**config.mk**
```make
export PLATFORM = sky130hd
export DESIGN_NAME = nrisc_sequenciador
export DESIGN_NICKNAME = d
export VERILOG_FILES = /design/src/rtl/nrisc_sequenciador.sv
export SDC_FILE = /design/constraint.sdc
export NUM_CORES = 1
export LEC_CHECK = 0
export ABC_AREA = 0
export CORE_MARGIN = 4
export CORE_UTILIZATION = 47
export DETAILED_ROUTE_END_ITERATION = 12
export PLACE_DENSITY = 0.78
export SETUP_SLACK_MARGIN = 0.2
export SLEW_MARGIN = 30
export SYNTH_ARGS = -nofsm -noshare
export SYNTH_HDL_FRONTEND = slang
export SYNTH_SLANG_ARGS = --single-unit
```
**constraint.sdc**
```tcl
create_clock -name clk -period 2.5 [get_ports clk]
set_input_delay 0.25 -clock clk [delete_from_list [all_inputs] [get_ports clk]]
set_output_delay 0.25 -clock clk [all_outputs]
set_load 0.005 [all_outputs]
```
**src/rtl/nrisc_sequenciador.sv**
```systemverilog
// nrisc_sequenciador: multi-cycle FETCH/DECODE/EXEC/MEM/WB sequencer for the 8-bit nRisc core.
// Optional NRISC_PERF_EN adds retired-instruction and active-cycle counters.
`default_nettype none

module nrisc_sequenciador #(
    parameter int MEM_WAIT_MAX = 16,
    parameter int CNT_W        = 16
) (
    input  logic             clk,
    input  logic             rst_n,
    input  logic             i_jump,
    input  logic             i_ler_mem,
    input  logic             i_escreve_mem,
    input  logic             i_branch,
    input  logic             i_escreve_reg,
    input  logic             i_encerra,
    input  logic             i_ula_zero,
    input  logic             i_imem_ack,
    input  logic             i_dmem_ack,
    output logic             o_imem_req,
    output logic             o_ir_load,
    output logic             o_dmem_req,
    output logic             o_dmem_we,
    output logic             o_mdr_load,
    output logic             o_reg_we,
    output logic             o_pc_inc,
    output logic             o_pc_load,
    output logic [2:0]       o_estado,
    output logic             o_parado,
    output logic             o_erro
`ifdef NRISC_PERF_EN
    ,
    output logic [CNT_W-1:0] o_instr_ret,
    output logic [CNT_W-1:0] o_ciclos
`endif
);

    typedef enum logic [2:0] {
        S_FETCH  = 3'd0,
        S_DECODE = 3'd1,
        S_EXEC   = 3'd2,
        S_MEM    = 3'd3,
        S_WB     = 3'd4,
        S_HALT   = 3'd5,
        S_ERRO   = 3'd6
    } state_t;

    localparam logic [7:0] c_WAIT_MAX  = 8'(MEM_WAIT_MAX);
    localparam logic [7:0] c_WAIT_LAST = 8'(MEM_WAIT_MAX - 1);

    if ((MEM_WAIT_MAX < 1) || (MEM_WAIT_MAX > 255) || (CNT_W < 1)) begin : g_bad_param
        $error("nrisc_sequenciador: parameter out of range");
    end

    state_t     r_state;
    state_t     w_next;
    logic [7:0] r_wait;
    logic       w_at_limit;
    logic       w_imem_req, w_ir_load, w_dmem_req, w_dmem_we;
    logic       w_mdr_load, w_reg_we, w_pc_inc, w_pc_load;

    assign w_at_limit = (r_wait == c_WAIT_LAST);

    always_comb begin
        w_next     = r_state;
        w_imem_req = 1'b0;
        w_ir_load  = 1'b0;
        w_dmem_req = 1'b0;
        w_dmem_we  = 1'b0;
        w_mdr_load = 1'b0;
        w_reg_we   = 1'b0;
        w_pc_inc   = 1'b0;
        w_pc_load  = 1'b0;
        case (r_state)
            S_FETCH: begin
                w_imem_req = 1'b1;
                if (i_imem_ack) begin
                    w_ir_load = 1'b1;
                    w_next    = S_DECODE;
                end else if (w_at_limit) begin
                    w_next = S_ERRO;
                end
            end
            S_DECODE: begin
                w_next = i_encerra ? S_HALT : S_EXEC;
            end
            S_EXEC: begin
                if (i_jump || (i_branch && i_ula_zero)) begin
                    w_pc_load = 1'b1;
                    w_next    = S_FETCH;
                end else if (i_ler_mem || i_escreve_mem) begin
                    w_next = S_MEM;
                end else if (i_escreve_reg) begin
                    w_next = S_WB;
                end else begin
                    w_pc_inc = 1'b1;
                    w_next   = S_FETCH;
                end
            end
            S_MEM: begin
                // A simultaneous read/write request is treated as a read.
                w_dmem_req = 1'b1;
                w_dmem_we  = i_escreve_mem & ~i_ler_mem;
                if (i_dmem_ack) begin
                    if (i_ler_mem) begin
                        w_mdr_load = 1'b1;
                        w_next     = S_WB;
                    end else begin
                        w_pc_inc = 1'b1;
                        w_next   = S_FETCH;
                    end
                end else if (w_at_limit) begin
                    w_next = S_ERRO;
                end
            end
            S_WB: begin
                w_reg_we = 1'b1;
                w_pc_inc = 1'b1;
                w_next   = S_FETCH;
            end
            S_HALT:  w_next = S_HALT;
            S_ERRO:  w_next = S_ERRO;
            default: w_next = S_FETCH;
        endcase
    end

    always_ff @(posedge clk or negedge rst_n) begin
        if (!rst_n) begin
            r_state <= S_FETCH;
            r_wait  <= 8'd0;
        end else begin
            r_state <= w_next;
            if (w_next != r_state) begin
                r_wait <= 8'd0;
            end else if (((r_state == S_FETCH) || (r_state == S_MEM)) && (r_wait != c_WAIT_MAX)) begin
                r_wait <= r_wait + 8'd1;
            end
        end
    end

    // Enables are gated by reset so they fall the moment rst_n drops.
    assign o_imem_req = w_imem_req & rst_n;
    assign o_ir_load  = w_ir_load  & rst_n;
    assign o_dmem_req = w_dmem_req & rst_n;
    assign o_dmem_we  = w_dmem_we  & rst_n;
    assign o_mdr_load = w_mdr_load & rst_n;
    assign o_reg_we   = w_reg_we   & rst_n;
    assign o_pc_inc   = w_pc_inc   & rst_n;
    assign o_pc_load  = w_pc_load  & rst_n;
    assign o_estado   = r_state;
    assign o_parado   = (r_state == S_HALT);
    assign o_erro     = (r_state == S_ERRO);

`ifdef NRISC_PERF_EN
    logic [CNT_W-1:0] r_instr_ret;
    logic [CNT_W-1:0] r_ciclos;

    always_ff @(posedge clk or negedge rst_n) begin
        if (!rst_n) begin
            r_instr_ret <= '0;
            r_ciclos    <= '0;
        end else begin
            if (w_pc_inc || w_pc_load) begin
                r_instr_ret <= r_instr_ret + 1'b1;
            end
            if ((r_state != S_HALT) && (r_state != S_ERRO)) begin
                r_ciclos <= r_ciclos + 1'b1;
            end
        end
    end

    assign o_instr_ret = r_instr_ret;
    assign o_ciclos    = r_ciclos;
`endif

endmodule

`default_nettype wire

```
==> impl_metrics.yaml <==
worst_setup_path:
  required_ps: 2250
  startpoint_type: "register"
  crit_buf_inv: 2
  slowest_delay_ps: 510
  endpoint_kind: "output pin"
  path_cells: "buf_4 -> o32ai_1 -> o21a_1 -> clkdlybuf4s50_1"
  r2r_slack_ps: 410
  crit_fanout: 11
  critPathKind: "reg2out"
  timing.rr.end: "r_wait[2]"
  timing.rr.start: "r_wait[0]"
  crit_family: "buffers and inverters"
  slowest_stage: "dfrtp_1"
  r2r_cells: 6
  crit_arrival_ps: 1950
grt:
  grt_antenna_before_repair: 0
  grt_overflow_total: 0
  grt_pass1_vias: 850
  grt_usage: 0.199
  grt_max_degree: 18
  grt_pass1_wl_um: 3990
detailed_routing:
  routed_wl_um: 2330
  drc: 0
  viasPerCell: 5.70
  wl_per_cell_um: 14.4
  num_vias: 923
  final_antenna_net_count: 0
  drtIter0Drc: 57
  drt_first_pass_iters: 5
sta:
  fin_crit_ps: 2200
  finalCritPeriodShare: 0.878
  setup-tns-final_ps: 0
  timing.final.hold_violations: 0
  clock-skew-final_ps: 1.37
  relSlewSlack: 0.596
  worst_slew_pin_slew_ps: 600
  final_max_slew_viol_count: 0
  max_freq_mhz: 455
  rsz0062_at_grt: "no"
  finalSetupViolations: 0
  hold_ws_ps: 313
clocking:
  cts_sinks: 11
  cts_buffers: 3
  post_cts_buffers: 0
  root_buffer: "clkbuf_4"
  path_clk_slew_ps: 60
  cts_tree: "yes"
  insertion_delay_ps: 270
  cts_buffer_depth: 2
  htree_levels: 1
placement:
  numPortBuffers: 23
  gp_congestion: 0.946
  dp_hpwl_um: 1770
synth:
  avgSynthCellArea_um2: 8.02
  yosysSeqAreaShare: 0.306
  synthesis.area_um2: 898
  synthesis.nets: 125
  ys.warnings.count: 0
  synthCells: 112
  ys_seq_elements: 11
  ys_types: 37
power_and_ir_drop:
  p_leak_nw: 0.475
  peakVddDrop_v: 0.000577
  cellPowerDensity_nw_per_um2: 848
die:
  die_x_um: 51.7
  initial_core_util: 0.509
  die_h_um: 51.7
  num_rows: 15
  io_pins: 24
  coreArea_um2: 1760
  fp.dieArea_um2: 2670
status:
  status: "finished clean"
run:
  max-cap-violations: 0
finish:
  syn2layout_area_growth_pct: 31.3
  seqCellArea_um2: 278
  diodes: 0
  layout-drive-gt1-share: 0.0876
  fillers: 158
  final_core_util: 0.669
  multi_input_area_um2: 577
  nets: 151
worst_hold_path:
  min_path_type: "in2async"
==> cell type report <==
cell class | instances | area share
timing repair buffer | 25 | 0.208
clock buffer | 4 | 0.0223
multi-input combinational | 91 | 0.489
tap | 25 | 0.0265
sequential | 11 | 0.235
inverter | 6 | 0.0191
==> flip-flops by register name, summed over array words and instances, names as in the netlist <==
signal    cells
r_wait        8
o_estado      3
==> cell usage after synthesis <==
library cell | count | area (µm²)
o21ai_0 | 3 | 15.0
nand2b_1 | 2 | 12.5
nor4bb_1 | 1 | 10.0
o211ai_1 | 1 | 7.51
and3_1 | 5 | 31.3
nor2_1 | 9 | 33.8
a211oi_1 | 2 | 15.0
nor3_1 | 11 | 55.1
o41ai_1 | 1 | 8.76
buf_2 | 2 | 10.0
or4_4 | 1 | 11.3
xor2_1 | 4 | 35.0
nand4b_1 | 1 | 8.76
o22a_2 | 1 | 10.0
nor3b_1 | 1 | 7.51
o22ai_1 | 1 | 6.26
clkbuf_2 | 1 | 5.00
a21boi_4 | 1 | 18.8
and2_2 | 1 | 7.51
o21a_1 | 1 | 7.51
inv_1 | 6 | 22.5
a32o_1 | 1 | 10.0
and2_1 | 2 | 12.5
nand2_1 | 6 | 22.5
nand3b_1 | 1 | 7.51
nand3_1 | 9 | 45.0
dfrtp_1 | 11 | 275
xnor2_1 | 3 | 26.3
nand4_1 | 2 | 12.5
o2bb2ai_1 | 1 | 8.76
ha_1 | 2 | 25.0
a21oi_1 | 7 | 35.0
nor2b_1 | 5 | 31.3
buf_6 | 1 | 11.3
nor4_1 | 3 | 18.8
a211o_1 | 1 | 8.76
o32ai_1 | 1 | 8.76
==> routing by layer <==
| metal | share of wire | track usage | wire length [µm] |
|---|---|---|---|
| met1 | 0.45 | 0.267 | 1060 |
| met2 | 0.46 | 0.292 | 1080 |
| met3 | 0.068 | 0.0602 | 159 |
| met4 | 0.013 | 0.0917 | 31 |
| met5 | 0 | 0 | 0 |
==> worst max path at each step <==
stage / from / to / slack [ps] / cells past startpoint
2_1_floorplan: r_wait[0] / r_wait[0] / 660 / 6
3_3_place_gp: i_branch / o_pc_inc / 440 / 6
3_5_place_dp: i_branch / o_pc_inc / 430 / 6
4_1_cts: o_estado[0] / o_pc_inc / 210 / 5
5_1_grt: o_estado[2] / o_pc_inc / 200 / 5
6_report: o_estado[2] / o_pc_inc / 300 / 4
==> per-stage QoR <==
stage	power (W)	worst slack [ps]	area, µm²	std cells
2_1_floorplan	0.000675	659	898	112
3_3_place_gp	0.000864	436	1150	158
3_5_place_dp	0.000871	427	1150	158
4_1_cts	0.000998	205	1180	162
5_1_grt	0.00108	204	1180	162
6_report	0.00100	305	1180	162
==> power by group <==
part           leakage (nW)  internal (W)  switching [W]  total [W]
Clock                0.0150     0.0000619      0.0000574   0.000119
Sequential            0.147      0.000215      0.0000921   0.000307
Combinational         0.313      0.000270       0.000304   0.000574
Total                 0.475      0.000546       0.000454    0.00100
==> timing repair <==
action | 4_1_cts | 5_1_grt
resized for setup | 1 | 2
endpoints found under the setup margin | 1 | 2
hold buffers | 0 | 0
cloned | 0 | 0
==> cell families after synthesis <==
logic type / after synthesis / share of synthesized area
xor gates and xnor gates: 7 / 0.0682
and+or+nand+nor: 60 / 0.365
DFF: 11 / 0.306
AOI/OAI and AO/OA: 22 / 0.178
adders and majority gates: 2 / 0.0279
buffers and inverters: 10 / 0.0543
==> layout by cell type (no fill, tap or decap), types with 3 or more instances in the layout <==
cell             synthesis  final
xnor2_1                  3      3
xor2_1                   4      4
nand3_1                  9      9
dfrtp_1                 11      9
o21ai_0                  3      3
inv_1                    6      6
clkbuf_4                 0      3
a21oi_1                  7      7
nor3_1                  11     11
nor4_1                   3      3
nor2_1                   9      9
nor2b_1                  5      4
clkdlybuf4s50_1          0     23
nand2_1                  6      6
and3_1                   5      5
No activity file was read; power rests on OpenSTA's default activity.
